File: config.mk
export PLATFORM = sky130hd
export DESIGN_NAME = seg7_scan_driver
export DESIGN_NICKNAME = d
export VERILOG_FILES = /design/src/rtl/seg7_pkg.sv /design/src/rtl/seg7_decode.sv /design/src/rtl/seg7_scan_driver.sv
export SDC_FILE = /design/constraint.sdc
export NUM_CORES = 1
export LEC_CHECK = 0
export BUFFER_PORTS_ARGS = -buffer_cell sky130_fd_sc_hd__buf_2
export CORE_UTILIZATION = 50
export DETAILED_ROUTE_END_ITERATION = 12
export GPL_TIMING_DRIVEN = 0
export HOLD_SLACK_MARGIN = 0.08
export MAX_ROUTING_LAYER = met4
export PLACE_DENSITY = 0.79
export RECOVER_POWER = 50
export REMOVE_ABC_BUFFERS = 1
export SYNTH_ARGS = -nofsm -noshare
export SYNTH_HDL_FRONTEND = slang
export SYNTH_SLANG_ARGS = --single-unit
File: constraint.sdc
create_clock -name clk -period 3.6 [get_ports clk]
set_input_delay 0.54 -clock clk [delete_from_list [all_inputs] [get_ports clk]]
set_output_delay 0.54 -clock clk [all_outputs]
set_load 0.01 [all_outputs]
File: src/rtl/seg7_pkg.sv
// -----------------------------------------------------------------------------
// seg7_pkg
// Shared definitions for the 7-segment scan driver:
//   - segment patterns {a,b,c,d,e,f,g} (bit 6 = a) for codes 0-F and a dash
//   - scan FSM state encoding (GAP = all dark, SHOW = one digit lit)
//   - seg7_pattern(): nibble -> segment pattern helper used by seg7_decode
// -----------------------------------------------------------------------------
package seg7_pkg;

    typedef enum logic [0:0] {
        ST_GAP  = 1'b0,
        ST_SHOW = 1'b1
    } scan_state_e;

    localparam logic [6:0] SEG_0    = 7'b1111110;
    localparam logic [6:0] SEG_1    = 7'b0110000;
    localparam logic [6:0] SEG_2    = 7'b1101101;
    localparam logic [6:0] SEG_3    = 7'b1111001;
    localparam logic [6:0] SEG_4    = 7'b0110011;
    localparam logic [6:0] SEG_5    = 7'b1011011;
    localparam logic [6:0] SEG_6    = 7'b1011111;
    localparam logic [6:0] SEG_7    = 7'b1110000;
    localparam logic [6:0] SEG_8    = 7'b1111111;
    localparam logic [6:0] SEG_9    = 7'b1111011;
    localparam logic [6:0] SEG_A    = 7'b1110111;
    localparam logic [6:0] SEG_B    = 7'b0011111;
    localparam logic [6:0] SEG_C    = 7'b1001110;
    localparam logic [6:0] SEG_D    = 7'b0111101;
    localparam logic [6:0] SEG_E    = 7'b1001111;
    localparam logic [6:0] SEG_F    = 7'b1000111;
    localparam logic [6:0] SEG_DASH = 7'b0000001;
    localparam logic [6:0] SEG_OFF  = 7'b0000000;

    // Nibble to segment pattern. Codes 10-15 render as hex letters when
    // hex_mode is set, otherwise as a dash to flag an out-of-range BCD code.
    function automatic logic [6:0] seg7_pattern(input logic [3:0] code,
                                                input logic       hex_mode);
        logic [6:0] pat;
        case (code)
            4'h0:    pat = SEG_0;
            4'h1:    pat = SEG_1;
            4'h2:    pat = SEG_2;
            4'h3:    pat = SEG_3;
            4'h4:    pat = SEG_4;
            4'h5:    pat = SEG_5;
            4'h6:    pat = SEG_6;
            4'h7:    pat = SEG_7;
            4'h8:    pat = SEG_8;
            4'h9:    pat = SEG_9;
            4'hA:    pat = hex_mode ? SEG_A : SEG_DASH;
            4'hB:    pat = hex_mode ? SEG_B : SEG_DASH;
            4'hC:    pat = hex_mode ? SEG_C : SEG_DASH;
            4'hD:    pat = hex_mode ? SEG_D : SEG_DASH;
            4'hE:    pat = hex_mode ? SEG_E : SEG_DASH;
            4'hF:    pat = hex_mode ? SEG_F : SEG_DASH;
            default: pat = SEG_DASH;
        endcase
        return pat;
    endfunction

endpackage

File: src/rtl/seg7_decode.sv
// -----------------------------------------------------------------------------
// seg7_decode
// Combinational nibble -> 7-segment pattern decoder.
//   HEX_MODE : 1 = codes 10-15 show A b C d E F, 0 = codes 10-15 show a dash
// Ports:
//   code    in  4  digit code
//   pattern out 7  segments {a,b,c,d,e,f,g}, active-high
// -----------------------------------------------------------------------------
module seg7_decode
    import seg7_pkg::*;
#(
    parameter int HEX_MODE = 1
) (
    input  logic [3:0] code,
    output logic [6:0] pattern
);

    // Pure table lookup; no state.
    always_comb begin
        pattern = seg7_pattern(code, (HEX_MODE != 0));
    end

endmodule

File: src/rtl/seg7_scan_driver.sv
// -----------------------------------------------------------------------------
// seg7_scan_driver
// Time-multiplexed driver for a DIGITS-wide common-segment 7-segment display.
// Incoming digits are captured into a pending buffer and promoted to the
// display buffer only at a frame boundary (entry to SHOW of digit 0), so a
// frame is never torn. Each digit slot is GAP_CYCLES dark cycles followed by
// SCAN_DIV lit cycles.
//
// Parameters: DIGITS (1..8), SCAN_DIV (>=1), GAP_CYCLES (>=0), HEX_MODE (0/1)
// Build option: define SEG7_LZB_EN for leading-zero blanking (digit k>0 is
//   blanked when it and every higher digit have code 0 and dp 0; an and dp
//   are still driven; digit 0 is never blanked).
//
// Ports:
//   clk          in   1         system clock, rising edge
//   rst          in   1         asynchronous active-high reset
//   bcd_in       in   4*DIGITS  digit k = bcd_in[4k+3:4k], digit 0 rightmost
//   dp_in        in   DIGITS    decimal point per digit
//   load         in   1         capture strobe for bcd_in/dp_in
//   seg          out  7         {a..g}, seg[6]=a, active-high
//   dp           out  1         decimal point of lit digit
//   an           out  DIGITS    one-hot digit enable, zero during gap
//   frame_start  out  1         pulse on first SHOW cycle of digit 0
// -----------------------------------------------------------------------------
module seg7_scan_driver
    import seg7_pkg::*;
#(
    parameter int DIGITS     = 4,
    parameter int SCAN_DIV   = 1000,
    parameter int GAP_CYCLES = 16,
    parameter int HEX_MODE   = 1
) (
    input  logic                  clk,
    input  logic                  rst,
    input  logic [4*DIGITS-1:0]   bcd_in,
    input  logic [DIGITS-1:0]     dp_in,
    input  logic                  load,
    output logic [6:0]            seg,
    output logic                  dp,
    output logic [DIGITS-1:0]     an,
    output logic                  frame_start
);

    localparam int DW      = (DIGITS > 1) ? $clog2(DIGITS) : 1;
    localparam int CNT_MAX = (SCAN_DIV > GAP_CYCLES) ? SCAN_DIV : GAP_CYCLES;
    localparam int CW      = (CNT_MAX > 1) ? $clog2(CNT_MAX) : 1;

    localparam logic [CW-1:0] SHOW_LAST  = CW'(SCAN_DIV - 1);
    localparam logic [CW-1:0] GAP_LAST   = (GAP_CYCLES > 0) ? CW'(GAP_CYCLES - 1) : {CW{1'b0}};
    localparam logic [DW-1:0] DIGIT_LAST = DW'(DIGITS - 1);

    // Scan FSM
    scan_state_e              state_r, state_next_s;
    logic [CW-1:0]            cnt_r, cnt_next_s;
    logic [DW-1:0]            digit_r, digit_next_s;
    logic                     enter_show_s;
    logic                     frame_edge_s;

    // Double buffer
    logic [4*DIGITS-1:0]      disp_bcd_r, disp_bcd_next_s;
    logic [DIGITS-1:0]        disp_dp_r, disp_dp_next_s;
    logic [4*DIGITS-1:0]      pend_bcd_r, pend_bcd_next_s;
    logic [DIGITS-1:0]        pend_dp_r, pend_dp_next_s;
    logic                     pend_valid_r, pend_valid_next_s;

    // Digit selection / decode
    logic [DIGITS-1:0]        lead_zero_s;
    logic [DIGITS-1:0]        an_next_s;
    logic [3:0]               cur_code_s;
    logic                     cur_dp_s;
    logic                     cur_blank_s;
    logic [6:0]               cur_pattern_s;

    // Output registers
    logic [6:0]               seg_r;
    logic                     dp_r;
    logic [DIGITS-1:0]        an_r;
    logic                     frame_start_r;

    // FSM state, slot counter and digit index registers.
    always_ff @(posedge clk or posedge rst) begin
        if (rst) begin
            state_r <= ST_GAP;
            cnt_r   <= {CW{1'b0}};
            digit_r <= {DW{1'b0}};
        end else begin
            state_r <= state_next_s;
            cnt_r   <= cnt_next_s;
            digit_r <= digit_next_s;
        end
    end

    // Next-state logic. enter_show_s marks the edge on which a digit lights,
    // which is also where the display buffer may be refreshed for digit 0.
    always_comb begin
        state_next_s = state_r;
        cnt_next_s   = cnt_r;
        digit_next_s = digit_r;
        enter_show_s = 1'b0;
        case (state_r)
            ST_GAP: begin
                if ((GAP_CYCLES == 0) || (cnt_r == GAP_LAST)) begin
                    state_next_s = ST_SHOW;
                    cnt_next_s   = {CW{1'b0}};
                    enter_show_s = 1'b1;
                end else begin
                    cnt_next_s   = cnt_r + CW'(1'b1);
                end
            end
            ST_SHOW: begin
                if (cnt_r == SHOW_LAST) begin
                    cnt_next_s   = {CW{1'b0}};
                    digit_next_s = (digit_r == DIGIT_LAST) ? {DW{1'b0}} : (digit_r + DW'(1'b1));
                    if (GAP_CYCLES == 0) begin
                        // No dark gap: go straight to lighting the next digit.
                        state_next_s = ST_SHOW;
                        enter_show_s = 1'b1;
                    end else begin
                        state_next_s = ST_GAP;
                    end
                end else begin
                    cnt_next_s   = cnt_r + CW'(1'b1);
                end
            end
            default: begin
                state_next_s = ST_GAP;
                cnt_next_s   = {CW{1'b0}};
                digit_next_s = {DW{1'b0}};
            end
        endcase
    end

    assign frame_edge_s = enter_show_s && (digit_next_s == {DW{1'b0}});

    // Buffer update. At a frame edge a coincident load bypasses the pending
    // buffer so the new frame shows the freshest data; otherwise a pending
    // frame is promoted. Between edges a load only refreshes the pending copy.
    always_comb begin
        disp_bcd_next_s   = disp_bcd_r;
        disp_dp_next_s    = disp_dp_r;
        pend_bcd_next_s   = pend_bcd_r;
        pend_dp_next_s    = pend_dp_r;
        pend_valid_next_s = pend_valid_r;
        if (frame_edge_s) begin
            if (load) begin
                disp_bcd_next_s   = bcd_in;
                disp_dp_next_s    = dp_in;
                pend_valid_next_s = 1'b0;
            end else if (pend_valid_r) begin
                disp_bcd_next_s   = pend_bcd_r;
                disp_dp_next_s    = pend_dp_r;
                pend_valid_next_s = 1'b0;
            end else begin
                pend_valid_next_s = 1'b0;
            end
        end else if (load) begin
            pend_bcd_next_s   = bcd_in;
            pend_dp_next_s    = dp_in;
            pend_valid_next_s = 1'b1;
        end else begin
            pend_valid_next_s = pend_valid_r;
        end
    end

    // Display and pending buffer registers.
    always_ff @(posedge clk or posedge rst) begin
        if (rst) begin
            disp_bcd_r   <= {(4*DIGITS){1'b0}};
            disp_dp_r    <= {DIGITS{1'b0}};
            pend_bcd_r   <= {(4*DIGITS){1'b0}};
            pend_dp_r    <= {DIGITS{1'b0}};
            pend_valid_r <= 1'b0;
        end else begin
            disp_bcd_r   <= disp_bcd_next_s;
            disp_dp_r    <= disp_dp_next_s;
            pend_bcd_r   <= pend_bcd_next_s;
            pend_dp_r    <= pend_dp_next_s;
            pend_valid_r <= pend_valid_next_s;
        end
    end

`ifdef SEG7_LZB_EN
    // Leading-zero map: walk from the most significant digit down; a digit is
    // blankable while it and everything above it is code 0 with dp clear.
    // Uses the next display buffer so the first lit cycle of a new frame is
    // already consistent with the data being shown.
    always_comb begin
        logic run_v;
        run_v       = 1'b1;
        lead_zero_s = {DIGITS{1'b0}};
        for (int k = DIGITS - 1; k >= 0; k--) begin
            run_v          = run_v && (disp_bcd_next_s[4*k +: 4] == 4'h0) && !disp_dp_next_s[k];
            lead_zero_s[k] = run_v;
        end
        lead_zero_s[0] = 1'b0;
    end
`else
    // Blanking disabled: every digit is always decoded.
    always_comb begin
        lead_zero_s = {DIGITS{1'b0}};
    end
`endif

    // Select the digit that will be lit after this edge; an one-hot follows it.
    always_comb begin
        cur_code_s  = 4'h0;
        cur_dp_s    = 1'b0;
        cur_blank_s = 1'b0;
        an_next_s   = {DIGITS{1'b0}};
        for (int k = 0; k < DIGITS; k++) begin
            if (digit_next_s == DW'(k)) begin
                cur_code_s   = disp_bcd_next_s[4*k +: 4];
                cur_dp_s     = disp_dp_next_s[k];
                cur_blank_s  = lead_zero_s[k];
                an_next_s[k] = 1'b1;
            end else begin
                an_next_s[k] = 1'b0;
            end
        end
    end

    seg7_decode #(
        .HEX_MODE (HEX_MODE)
    ) u_decode (
        .code    (cur_code_s),
        .pattern (cur_pattern_s)
    );

    // Output registers, loaded from next-state values so pins change on the
    // same edge the FSM enters GAP or SHOW.
    always_ff @(posedge clk or posedge rst) begin
        if (rst) begin
            seg_r         <= SEG_OFF;
            dp_r          <= 1'b0;
            an_r          <= {DIGITS{1'b0}};
            frame_start_r <= 1'b0;
        end else begin
            if (state_next_s == ST_SHOW) begin
                an_r  <= an_next_s;
                seg_r <= cur_blank_s ? SEG_OFF : cur_pattern_s;
                dp_r  <= cur_dp_s;
            end else begin
                an_r  <= {DIGITS{1'b0}};
                seg_r <= SEG_OFF;
                dp_r  <= 1'b0;
            end
            frame_start_r <= frame_edge_s;
        end
    end

    assign seg         = seg_r;
    assign dp          = dp_r;
    assign an          = an_r;
    assign frame_start = frame_start_r;

endmodule
## Yosys cells after proc, flatten, opt, wreduce, memory -nomap -nowiden

Memories as Yosys holds them, arrays and structs flattened.
Cells that the tools add are included.

| word-level totals | value |
|---|---|
| bits in registers | 67 |
| output and inout port bits | 13 |
| memories kept | 1 |
| bits of input ports | 23 |
| ROM bits | 112 |

| cells by class | value |
|---|---|
| equality and inequality tests | 6 |
| mux-type cells | 33 |
| add/subtract/negate cells | 2 |
| reductions and logical operators | 4 |
| bitwise logic cells | 2 |

Memories:

| name | words | bits a word | read ports | clocked after memory_dff | wr ports | line | source |
|---|---|---|---|---|---|---|---|
| (name not given) | 16 | 7 | 1 | 0 | 0 | seg7_pkg.sv:39 | `case (code)` |

Operators by type and width:

| kind | count |
|---|---|
| 16-bit two-way mux | 3 |
| 4-bit two-way mux | 8 |
| 10-bit two-way mux | 2 |
| 10-bit case mux with 2 select lines | 1 |
| 1-bit two-way mux | 14 |
| 10-bit by 1-bit adder with 10-bit output (second input constant) | 1 |
| 10-bit == test (second input constant) | 1 |
| 10-bit by 4-bit == test with 1-bit output (second input constant) | 1 |
| 7-bit two-way mux | 1 |
| 2-bit == test (second input constant) | 3 |
| 2-bit two-way mux | 3 |
| 2-bit by 1-bit adder with 2-bit output (second input constant) | 1 |
| 2-bit by 1-bit == test with 1-bit output (second input constant) | 1 |
| 2-bit zero test | 1 |
| 1-bit inverter | 2 |
| 1-bit case mux with 2 select lines | 1 |
| 2-bit AND reduction | 1 |
| 2-bit nonzero test | 1 |
| 1-bit logical AND | 1 |

## Depth between registers and ports, before layout

Gate-level depths: netlist of the first run.
An unclocked memory read counts as a cell.

| logic depth | value |
|---|---|
| word-level depth | 13 |
| mapped depth | 15 |

## Modules after synthesis

From an unflattened synthesis of the first run, not the netlist that was laid out.

| second synthesis, totals | value |
|---|---|
| cell total of the unflattened synthesis | 332 |
| area total of the unflattened synthesis | 3399.5 um^2 |

Modules (own cells, without submodules):

| module | cells an instance | times used | area each (um^2) | seq. area each (um^2) |
|---|---|---|---|---|
| seg7_scan_driver | 299 | 1 | 3111.7 | 1676.6 |
| seg7_decode | 33 | 1 | 287.8 | 0.0 |

## Least setup slack after synthesis of the first run

Ideal clock, no wire load.

| timing | value |
|---|---|
| path kind | flip-flop to flip-flop |
| start point | register cnt_r[0] |
| end point | register seg_r[5], in the netlist seg[5] |
| setup slack | 839 ps |
| period minus slack after synthesis | 2761 ps |
| library setup time | 94 ps |
| data required time | 3506 ps |
| buffers on the path | 3 |
| stages on the path, launching flop included | 15 |
| arrival | 2667 ps |
| path through | dfrtp_1 ha_1 and3_1 buf_2 and4_1 buf_2 buf_2 a32oi_1 nand3_1 a32oi_1 nand2_1 inv_1 ha_1 a31o_2 a211oi_1 |

| on the way | value |
|---|---|
| cells in the longest elaborated chain, start to end | 12 |
| elaborated cells between the ends (all ways) | 20 |

Ends and longest elaborated chain:

| element | line | source |
|---|---|---|
| start, declared | seg7_scan_driver.sv:54 | `logic [CW-1:0] cnt_r, cnt_next_s;` |
| start signal, assigned | seg7_scan_driver.sv:84 | `cnt_r <= {CW{1'b0}};` |
| start signal, assigned | seg7_scan_driver.sv:88 | `cnt_r <= cnt_next_s;` |
| 10-bit == test | seg7_scan_driver.sv:111 | `if (cnt_r == SHOW_LAST) begin` |
| 2-bit two-way mux | seg7_scan_driver.sv:111 |  |
| 2-bit two-way mux | seg7_scan_driver.sv:100 | `case (state_r)` |
| 2-bit zero test | seg7_scan_driver.sv:133 | `assign frame_edge_s = enter_show_s && (digit_next_s == {DW{1'b0}});` |
| 1-bit logical AND * | seg7_scan_driver.sv:133 |  |
| 16-bit two-way mux * | seg7_scan_driver.sv:144 | `if (frame_edge_s) begin` |
| named net disp_bcd_next_s[1] | seg7_scan_driver.sv:60 | `logic [4*DIGITS-1:0] disp_bcd_r, disp_bcd_next_s;` |
| 4-bit two-way mux * (4 in a row) | seg7_scan_driver.sv:211 | `if (digit_next_s == DW'(k)) begin` |
| memory 16 x 7 bit * | n/a |  |
| 7-bit two-way mux * | seg7_scan_driver.sv:238 | `if (state_next_s == ST_SHOW) begin` |
| end signal, assigned | seg7_scan_driver.sv:240 | `seg_r <= cur_blank_s ? SEG_OFF : cur_pattern_s;` |
| end, declared | seg7_scan_driver.sv:75 | `logic [6:0] seg_r;` |

The timed path passes the listed nets; every way through them passes the cells marked *.
A chain may end at the register's enable or synchronous reset.

## Final worst setup path of the first run

| timing | value |
|---|---|
| start point | register cnt_r[0] |
| end point | register seg_r[6], in the netlist seg[6] |

| on the way | value |
|---|---|
| cells in the longest elaborated chain, start to end | 12 |
| elaborated cells between the ends (all ways) | 20 |

Ends and longest elaborated chain:

| element | line |
|---|---|
| 10-bit == test | seg7_scan_driver.sv:111 |
| 2-bit two-way mux | seg7_scan_driver.sv:111 |
| 2-bit two-way mux | seg7_scan_driver.sv:100 |
| 2-bit zero test | seg7_scan_driver.sv:133, seg7_scan_driver.sv:211 |
| 1-bit logical AND | seg7_scan_driver.sv:133 |
| 16-bit two-way mux | seg7_scan_driver.sv:144 |
| 4-bit two-way mux (4 in a row) | seg7_scan_driver.sv:211 |
| memory 16 x 7 bit | n/a |
| 7-bit two-way mux * | seg7_scan_driver.sv:238 |

Every way passes the cells marked *; elsewhere a longest branch is shown, timed or not.

==> metrics list, run 1 <==
* Remaining Overflow, GRT: 0
- The clock reaches the later pin of the worst-skew pair after 0.36 ns.
- Share of the synthesized area in the top cell type: 0.469
* Top post-synthesis cells by area: sky130_fd_sc_hd__dfrtp_1, sky130_fd_sc_hd__mux2_2, sky130_fd_sc_hd__o21ai_0
- Count of H-tree levels built during CTS: 3
- In this run the deepest clock path goes through 2 buffers.
- In this run the tightest slew margin relative to its limit is -0.196.
* Antenna diode count: 0
- Setup slack closes at 0.274 ns.
- STA classifies the critical path startpoint as a register.
- Number of detailed-routing iterations run before antenna repair: 4
- Via-per-instance ratio: 5.91
- Number of cells on the worst reg-to-reg path: 11
- HPWL after DPL: 5070 um
- Synthesis inferred 67 register bits.
- Vias post-DR: 2815
- 36 I/O pins were placed.
* CORE AREA: 0.00683 mm2
- Sequential area share after synthesis: 0.469
- The library cells used most frequently in the layout, excluding fill and tap cells, are sky130_fd_sc_hd__dfrtp_1, sky130_fd_sc_hd__buf_2, sky130_fd_sc_hd__nor2_1.
- Site Rows: 30
* Count of flip-flops with a built-in enable after synthesis: 0
- Overall die area: 0.00749 mm2
* Initial antenna violation count: 0
- For the final database, setup skew stands at 0.0121 ns.
- The critical path is of the reg2reg type.
* Worst-path clk slew: 0.08 ns
* Number of nets with antenna violations after routing: 0
* Worst-path maximum fanout: 28
- DR iter-0 viols: 188
* Worst-case register-to-register setup slack: 0.27 ns
* Peak supply drop: 384 uV
- Post-route DRC violation count: 0
* Share of the clock period used by the worst path after layout: 0.924
* Instance count after placement with tap cells included: 452
- Number of global-route vias before repair: 2712
* # nets final: 406
* Static Leakage: 1.69 nW
- Measured along the y axis, the die boundary spans 86.5 um.
- Clock period minus final worst setup slack: 3.33 ns
- Pre-CTS setup slack: -1.02 ns
* Syn avg cell area: 10.4 um2
- In this run the power density over the cells is 419 mW/mm2.
- Result of the run: finished, violations left
- Number of buffers inserted by hold repair at cts: 0
- Setup repair after global routing left no endpoint under its margin.
- For this configuration, the core starts out at a cell density of 0.523.
* Clock Sink Count: 67
- Synthesis handed over a netlist of 343 instances.
- Final std cells w/o fill: 476
* Flip-flop cell with the highest count after synthesis: sky130_fd_sc_hd__dfrtp_1
- Counting instances, the worst hold path has a depth of 3.
* Largest net degree at the start of global routing: 36
- Area added between synthesis and finish: 12.3%
- Area of the mapped netlist: 0.00357 mm2
- Leaving out fill and tap cells, the most frequent cell in the layout is sky130_fd_sc_hd__dfrtp_1.
- The first global-routing pass estimated 13100 um of wire.
* Path type of the worst min-delay path: in2reg
- The checks that failed: max-capacitance violations, max-slew violations.
- At the end of routability-driven placement, the weighted congestion stood at 0.811.
* Required time reported for the critical path endpoint: 3.85 ns
- Clock tree from TritonCTS: done
* Final setup violation count: 0
* Pins over their slew limit: 34
* Routed wirelength normalized by instance count: 16.5 um
- Summed over all layers, the routed wires come to 7840 um.
- Number of port buffers: 35
* Top achievable clock speed: 0.301 GHz
- Synthesis instantiated 56 different standard cells from the library.
- Final-report hold violation count: 0
* Slew of the pin with the lowest slew margin: 1.79 ns
- Fraction of final layout cells sized beyond drive strength 1: 0.237
- After synthesis, the share of flip-flops with an asynchronous set or reset is 1.00.
- Die X-Extent: 86.5 um
- CP arrival: 3.58 ns
- Cell accounting for the most synthesized area: sky130_fd_sc_hd__dfrtp_1
* Global-route usage over all layers: 0.239
- Inserted Clock Buffers: 9
- Number of warnings printed during yosys synthesis: 0
- Root cell of the clock tree: sky130_fd_sc_hd__clkbuf_8
* Number of maximum-capacitance constraint violations: 1
- STA classifies the critical path endpoint as a register.
==> stage by stage <==
step	hold slack [ns]	setup TNS (ns)	area, um2	power, mW	util
global placement	0.448	-18.96	3740	1.11	0.548
CTS	0.331	0	3980	1.70	0.582
floorplan	0.425	-0.0500	3450	1.04	-
detailed placement	0.447	-22.66	3760	1.12	0.551
finish	0.422	0	4010	1.68	0.588
global route	0.410	0	4010	1.76	0.588
==> worst max-delay path, cell delays in order, from the launching register on <==
cell and delay [ns]:
sky130_fd_sc_hd__dfrtp_1 0.37, sky130_fd_sc_hd__ha_1 0.23, sky130_fd_sc_hd__and3_2 0.38, sky130_fd_sc_hd__and4_4 0.50, sky130_fd_sc_hd__mux2i_1 0.28, sky130_fd_sc_hd__nand3_1 0.15
sky130_fd_sc_hd__a221oi_4 0.46, sky130_fd_sc_hd__inv_1 0.13, sky130_fd_sc_hd__ha_1 0.28, sky130_fd_sc_hd__o21ai_0 0.13, sky130_fd_sc_hd__a21boi_0 0.13, sky130_fd_sc_hd__nor3_1 0.17
==> timing repair <==
action / 4_1_cts / 5_1_grt
setup buffers: 0 / 7
endpoints found under the setup margin: 39 / 7
gates cloned: 1 / 0
pin swaps: 1 / 4
gates resized for setup: 5 / 2
==> synth_stat cells (2+ instances only) <==
cell type / n
sky130_fd_sc_hd__a21oi_1: 7
sky130_fd_sc_hd__clkbuf_1: 9
sky130_fd_sc_hd__nor2b_1: 15
sky130_fd_sc_hd__nand2b_1: 2
sky130_fd_sc_hd__dfrtp_1: 67
sky130_fd_sc_hd__xor2_1: 3
sky130_fd_sc_hd__nor2_1: 22
sky130_fd_sc_hd__and4_1: 2
sky130_fd_sc_hd__buf_6: 3
sky130_fd_sc_hd__mux2_2: 20
sky130_fd_sc_hd__a32oi_1: 7
sky130_fd_sc_hd__a31o_2: 2
sky130_fd_sc_hd__xnor2_1: 3
sky130_fd_sc_hd__a41oi_1: 4
sky130_fd_sc_hd__nor3_1: 6
sky130_fd_sc_hd__nand4_1: 6
sky130_fd_sc_hd__inv_1: 9
sky130_fd_sc_hd__a221o_1: 2
sky130_fd_sc_hd__o21ai_0: 21
sky130_fd_sc_hd__or3_1: 2
sky130_fd_sc_hd__o22a_1: 2
sky130_fd_sc_hd__and2_1: 4
sky130_fd_sc_hd__a211oi_1: 4
sky130_fd_sc_hd__mux2i_1: 8
sky130_fd_sc_hd__nand3_1: 20
sky130_fd_sc_hd__nand2_1: 19
sky130_fd_sc_hd__a22oi_1: 9
sky130_fd_sc_hd__a31oi_1: 12
sky130_fd_sc_hd__ha_1: 8
sky130_fd_sc_hd__and3_1: 8
sky130_fd_sc_hd__o211a_1: 2
sky130_fd_sc_hd__inv_2: 2
sky130_fd_sc_hd__buf_2: 9
sky130_fd_sc_hd__o211ai_1: 2
==> layer usage <==
layer  routed length [um]  vias to the layer above  GRT usage
li1                     -                     1334          -
met1                 3480                     1400      0.298
met2                 4000                       75      0.377
met3                  286                        6     0.0667
met4                   75                        0     0.0773
met5                    0                        -          -
==> sequential cells by signal (all words and copies together) (netlist names) <==
register      count
state_r           1
an                4
frame_start       1
digit_r           2
cnt_r            10
pend_dp_r         4
dp                1
pend_bcd_r       16
pend_valid_r      1
disp_dp_r         4
disp_bcd_r       16
seg               7
==> final timing paths <==
kind / from / endpoint
worst max-delay path: cnt_r[0]$_DFF_PP0_ / seg[6]$_DFF_PP0_
worst min-delay path: bcd_in[11] / disp_bcd_r[11]$_DFF_PP0_
worst max register to register: cnt_r[0]$_DFF_PP0_ / seg[6]$_DFF_PP0_
worst min register to register: cnt_r[0]$_DFF_PP0_ / cnt_r[0]$_DFF_PP0_
min in group asynchronous: rst / pend_bcd_r[15]$_DFFE_PP0P_
max in group asynchronous: rst / disp_bcd_r[1]$_DFF_PP0_
==> logic make-up (layout without fill, tap and decap cells) <==
logic type | count (synthesis) | count (layout) | share of synthesized area
AO/OA/AOI/OAI | 86 | 86 | 0.176
XOR/XNOR | 6 | 6 | 0.0147
adder cells (fa/ha/maj) | 8 | 8 | 0.0280
buffers and inverters | 34 | 70 | 0.0462
flip-flops | 67 | 67 | 0.469
multiplexers | 29 | 29 | 0.0917
AND/OR/NAND/NOR | 113 | 114 | 0.174
==> final cells by class <==
class	instances	area [um2]
clock buffer	9	124
clock inverter	7	58.8
fill	596	2820
inverter	11	41.3
multi-input combinational	243	1770
sequential	67	1680
tap	96	120
timing repair buffer	43	225
==> report_power, final <==
| part | internal [mW] | switching [mW] | total [mW] |
|---|---|---|---|
| logic | 0.109 | 0.133 | 0.242 |
| registers | 0.824 | 0.0375 | 0.861 |
| clock network | 0.260 | 0.320 | 0.579 |
| total | 1.19 | 0.490 | 1.68 |
No activity file was read; power rests on OpenSTA's default activity.
==> run 2: changes to the inputs <==
BUFFER_PORTS_ARGS = -buffer_cell sky130_fd_sc_hd__buf_4   (was -buffer_cell sky130_fd_sc_hd__buf_2)
PLACE_DENSITY = 0.74   (was 0.79)
==> run 2 against run 1 <==
  * The run still ends with max-capacitance violations, max-slew violations left
  * Highest routed layer unchanged
  * Utilization is 2.1 points higher
  * Clock power grew 35%
  * Setup slack better by 0.027 ns
  * Critical path type unchanged
  * Worst hold slack gained 0.0048 ns
  * Largest cell class unchanged
  * Sequential power about the same
  * Global-route usage about the same
==> metrics list, run 2 (synthesized netlist as in run 1, its figures left out) <==
- Number of cells on the worst hold path: 2 (-1)
* CORE AREA: 0.00683 mm2 (unchanged)
- The post-layout minimum cycle time is 3.30 ns (-0.0271 ns).
* Number of detailed-routing iterations run before antenna repair: 4 (unchanged)
- The maximum clock frequency came to 0.303 GHz (+0.82%).
* Share of the clock period used by the worst path after layout: 0.916 (-0.00752)
* Clock latency of the later-clocked register in the worst-skew pair: 0.35 ns (about the same)
- Worst-path maximum fanout: 16 (-43%)
* Most common cell after layout, fill and taps aside: sky130_fd_sc_hd__dfrtp_1
* Clock tree from TritonCTS: done
- Final Total Pwr: 1.90 mW (+13%)
- The total count of hold-check failures in the final report came to 0 (unchanged).
* Post-Route Setup TNS: 0 ns (unchanged)
- The checks that failed: max-capacitance violations, max-slew violations.
- # nets final: 405 (-0.25%)
- The smallest hold slack is 0.427 ns (+0.00481 ns).
- STA classifies the critical path endpoint as a register.
- Commonest cells after routing, fill and taps aside: sky130_fd_sc_hd__dfrtp_1, sky130_fd_sc_hd__buf_4, sky130_fd_sc_hd__nor2_1
- Routed wirelength normalized by instance count: 16.9 um (+2.3%)
- Clock Sink Count: 67 (unchanged)
* Hold path startpoint: bcd_in[4]
- Initial antenna violation count: 0 (unchanged)
* Required time reported for the critical path endpoint: 3.85 ns (about the same)
- Startpoint of the worst register-to-register path: cnt_r[0]$_DFF_PP0_
- Worst path slowest cell: sky130_fd_sc_hd__nand4_1
- The area of placed instances is 0.00383 mm2 (+1.9%).
- Clock tree synthesis selected as its root buffer the cell sky130_fd_sc_hd__clkbuf_8.
- Inserted Clock Buffers: 9 (unchanged)
* Worst-path clk slew: 0.08 ns (about the same)
* Global-route usage over all layers: 0.239 (about the same)
- Worst setup SP type: register
- Final setup violation count: 0 (unchanged)
* Vias post-DR: 2825 (+0.36%)
* Cell-by-cell trace of the critical path: ha_1 > and3_2 > nand4_1 > nand2_1 > a31oi_1 > a221oi_4 > inv_1 > ha_1 > nand3_1 > o21ai_0 > a221oi_1
- Worst-case register-to-register setup slack: 0.30 ns (+0.03 ns)
* Number of cells on the worst reg-to-reg path: 11 (unchanged)
- Post-route DRC violation count: 0 (unchanged)
- The delay of the slowest cell on the worst path came to 0.49 ns (about the same).
- Capture endpoint of the worst hold path: pend_bcd_r[4]$_DFFE_PP0P_
- Setup skew after layout: 0.00923 ns (-0.00284 ns)
- Peak supply drop: 280 uV (-27%)
* DR iter-0 viols: 197 (+4.8%)
- The power density over the cells came to 457 mW/mm2 (+9.0%).
* Number of port buffers: 35 (unchanged)
- The total of fill cells in the finished design came to 586 (-1.7%).
* Global-route wire length before repair: 13100 um (+0.21%)
- Number of I/O pins: 36 (unchanged)
- In this run the critical register-to-register path is captured at seg[1]$_DFF_PP0_.
- The detail-routed via count per cell was 5.95 (+0.57%).
- Final RePlAce weighted congestion: 0.796 (-1.8%)
- Final std cells w/o fill: 475 (-0.21%)
* Overall die area: 0.00749 mm2 (unchanged)
- The share of the core filled with cells came to 0.608 (+0.0209).
* Post-detailed-routing wire length: 8010 um (+2.1%)
- Number of global-route vias before repair: 2665 (-1.7%)
- The half-perimeter wire length after detailed placement is 5040 um (-0.67%).
* Path type of the worst min-delay path: in2reg
- The minimum setup slack in the final design was 0.301 ns (+0.0271 ns).
* CP arrival: 3.55 ns (-0.03 ns)
* Unrepaired setup endpoints after global routing: false
- Pre-CTS setup slack: -0.993 ns (+0.0239 ns)
* Count of H-tree levels built during CTS: 3 (unchanged)
* Instance count after placement with tap cells included: 451 (-0.22%)
* Pins over their slew limit: 68 (+100%)
- Die Y-Extent: 86.5 um (unchanged)
* Area added between synthesis and finish: 16.3%
* Fraction of final layout cells sized beyond drive strength 1: 0.240 (+0.00326)
- The run finished, with violations left.
- Relative slew margins: -0.642 (-0.446)
* Top cell by count, worst path: sky130_fd_sc_hd__ha_1
- The count of antenna-violating nets left after detailed routing was 0 (unchanged).
- The total number of placement rows came to 30 (unchanged).
* Effective utilization at floorplan: 0.523 (unchanged)
- The number of buffers on the longest clock path was 2 (unchanged).
- The largest registers in the layout are disp_bcd_r x16, pend_bcd_r x16, cnt_r x10.
- Die X-Extent: 86.5 um (unchanged)
- Number of maximum-capacitance constraint violations: 1 (unchanged)
- Type of the worst setup path: reg2reg
* Final design area excluding fillers: 0.00416 mm2 (+3.6%)
* Antenna diode count: 0 (unchanged)
* Slew of the pin with the lowest slew margin: 2.46 ns (+0.666 ns)
* Static Leakage: 1.75 nW (+3.2%)
* Largest net degree at the start of global routing: 68 (+89%)
- Remaining Overflow, GRT: 0 (unchanged)
## run 2: cell type report
| type | count | area (um2) | share of cell area |
|---|---|---|---|
| multi-input combinational | 244 | 1780 | 0.428 |
| timing repair buffer | 41 | 289 | 0.0695 |
| sequential | 67 | 1680 | 0.404 |
| clock inverter | 6 | 113 | 0.0271 |
| tap | 96 | 120 | 0.0289 |
| clock buffer | 10 | 138 | 0.0331 |
| inverter | 11 | 41.3 | 0.00993 |
## run 2: where the power goes
part           leakage (nW)  switching, mW  internal (mW)
logic                 0.856          0.134          0.121
clock network         0.115          0.301          0.478
registers             0.775         0.0396          0.824
## run 2: worst max path at each step
stage                  startpoint          endpoint  slack (ns)  depth (start not counted)
2_1_floorplan  cnt_r[8]$_DFF_PP0_  seg[1]$_DFF_PP0_       -0.03                         10
3_3_place_gp   cnt_r[8]$_DFF_PP0_  seg[1]$_DFF_PP0_       -0.87                         10
3_5_place_dp   cnt_r[8]$_DFF_PP0_  seg[1]$_DFF_PP0_       -0.99                         10
4_1_cts        cnt_r[5]$_DFF_PP0_  seg[1]$_DFF_PP0_        0.03                         10
5_1_grt        cnt_r[0]$_DFF_PP0_  seg[1]$_DFF_PP0_        0.01                         11
6_report       cnt_r[0]$_DFF_PP0_  seg[1]$_DFF_PP0_        0.30                         11
## run 2: critical path, delay by kind of cell, from the launching register on
family / cells / cell delay [ns]
and+or+nand+nor: 4 / 1.24
AOI/OAI and AO/OA: 4 / 0.92
adders and majority gates: 2 / 0.51
DFF: 1 / 0.37
buffers and inverters: 1 / 0.15
## run 2: per-layer routing
| metal | routed length, um | vias up | global-route usage | share of wire |
|---|---|---|---|---|
| li1 | - | 1337 | - | - |
| met1 | 3650 | 1405 | 0.300 | 0.46 |
| met2 | 3910 | 71 | 0.382 | 0.49 |
| met3 | 334 | 12 | 0.0638 | 0.042 |
| met4 | 106 | 0 | 0.0682 | 0.013 |
| met5 | 0 | - | - | 0 |
## run 2: what timing repair did
| item | in CTS | in global routing |
|---|---|---|
| resized for setup | 5 | 3 |
| hold buffers | 0 | 0 |
| pin swaps | 1 | 3 |
| cloned | 1 | 1 |
| setup buffers | 0 | 6 |
| endpoints found under the setup margin | 35 | 7 |
| endpoints found under the hold margin | 0 | 0 |
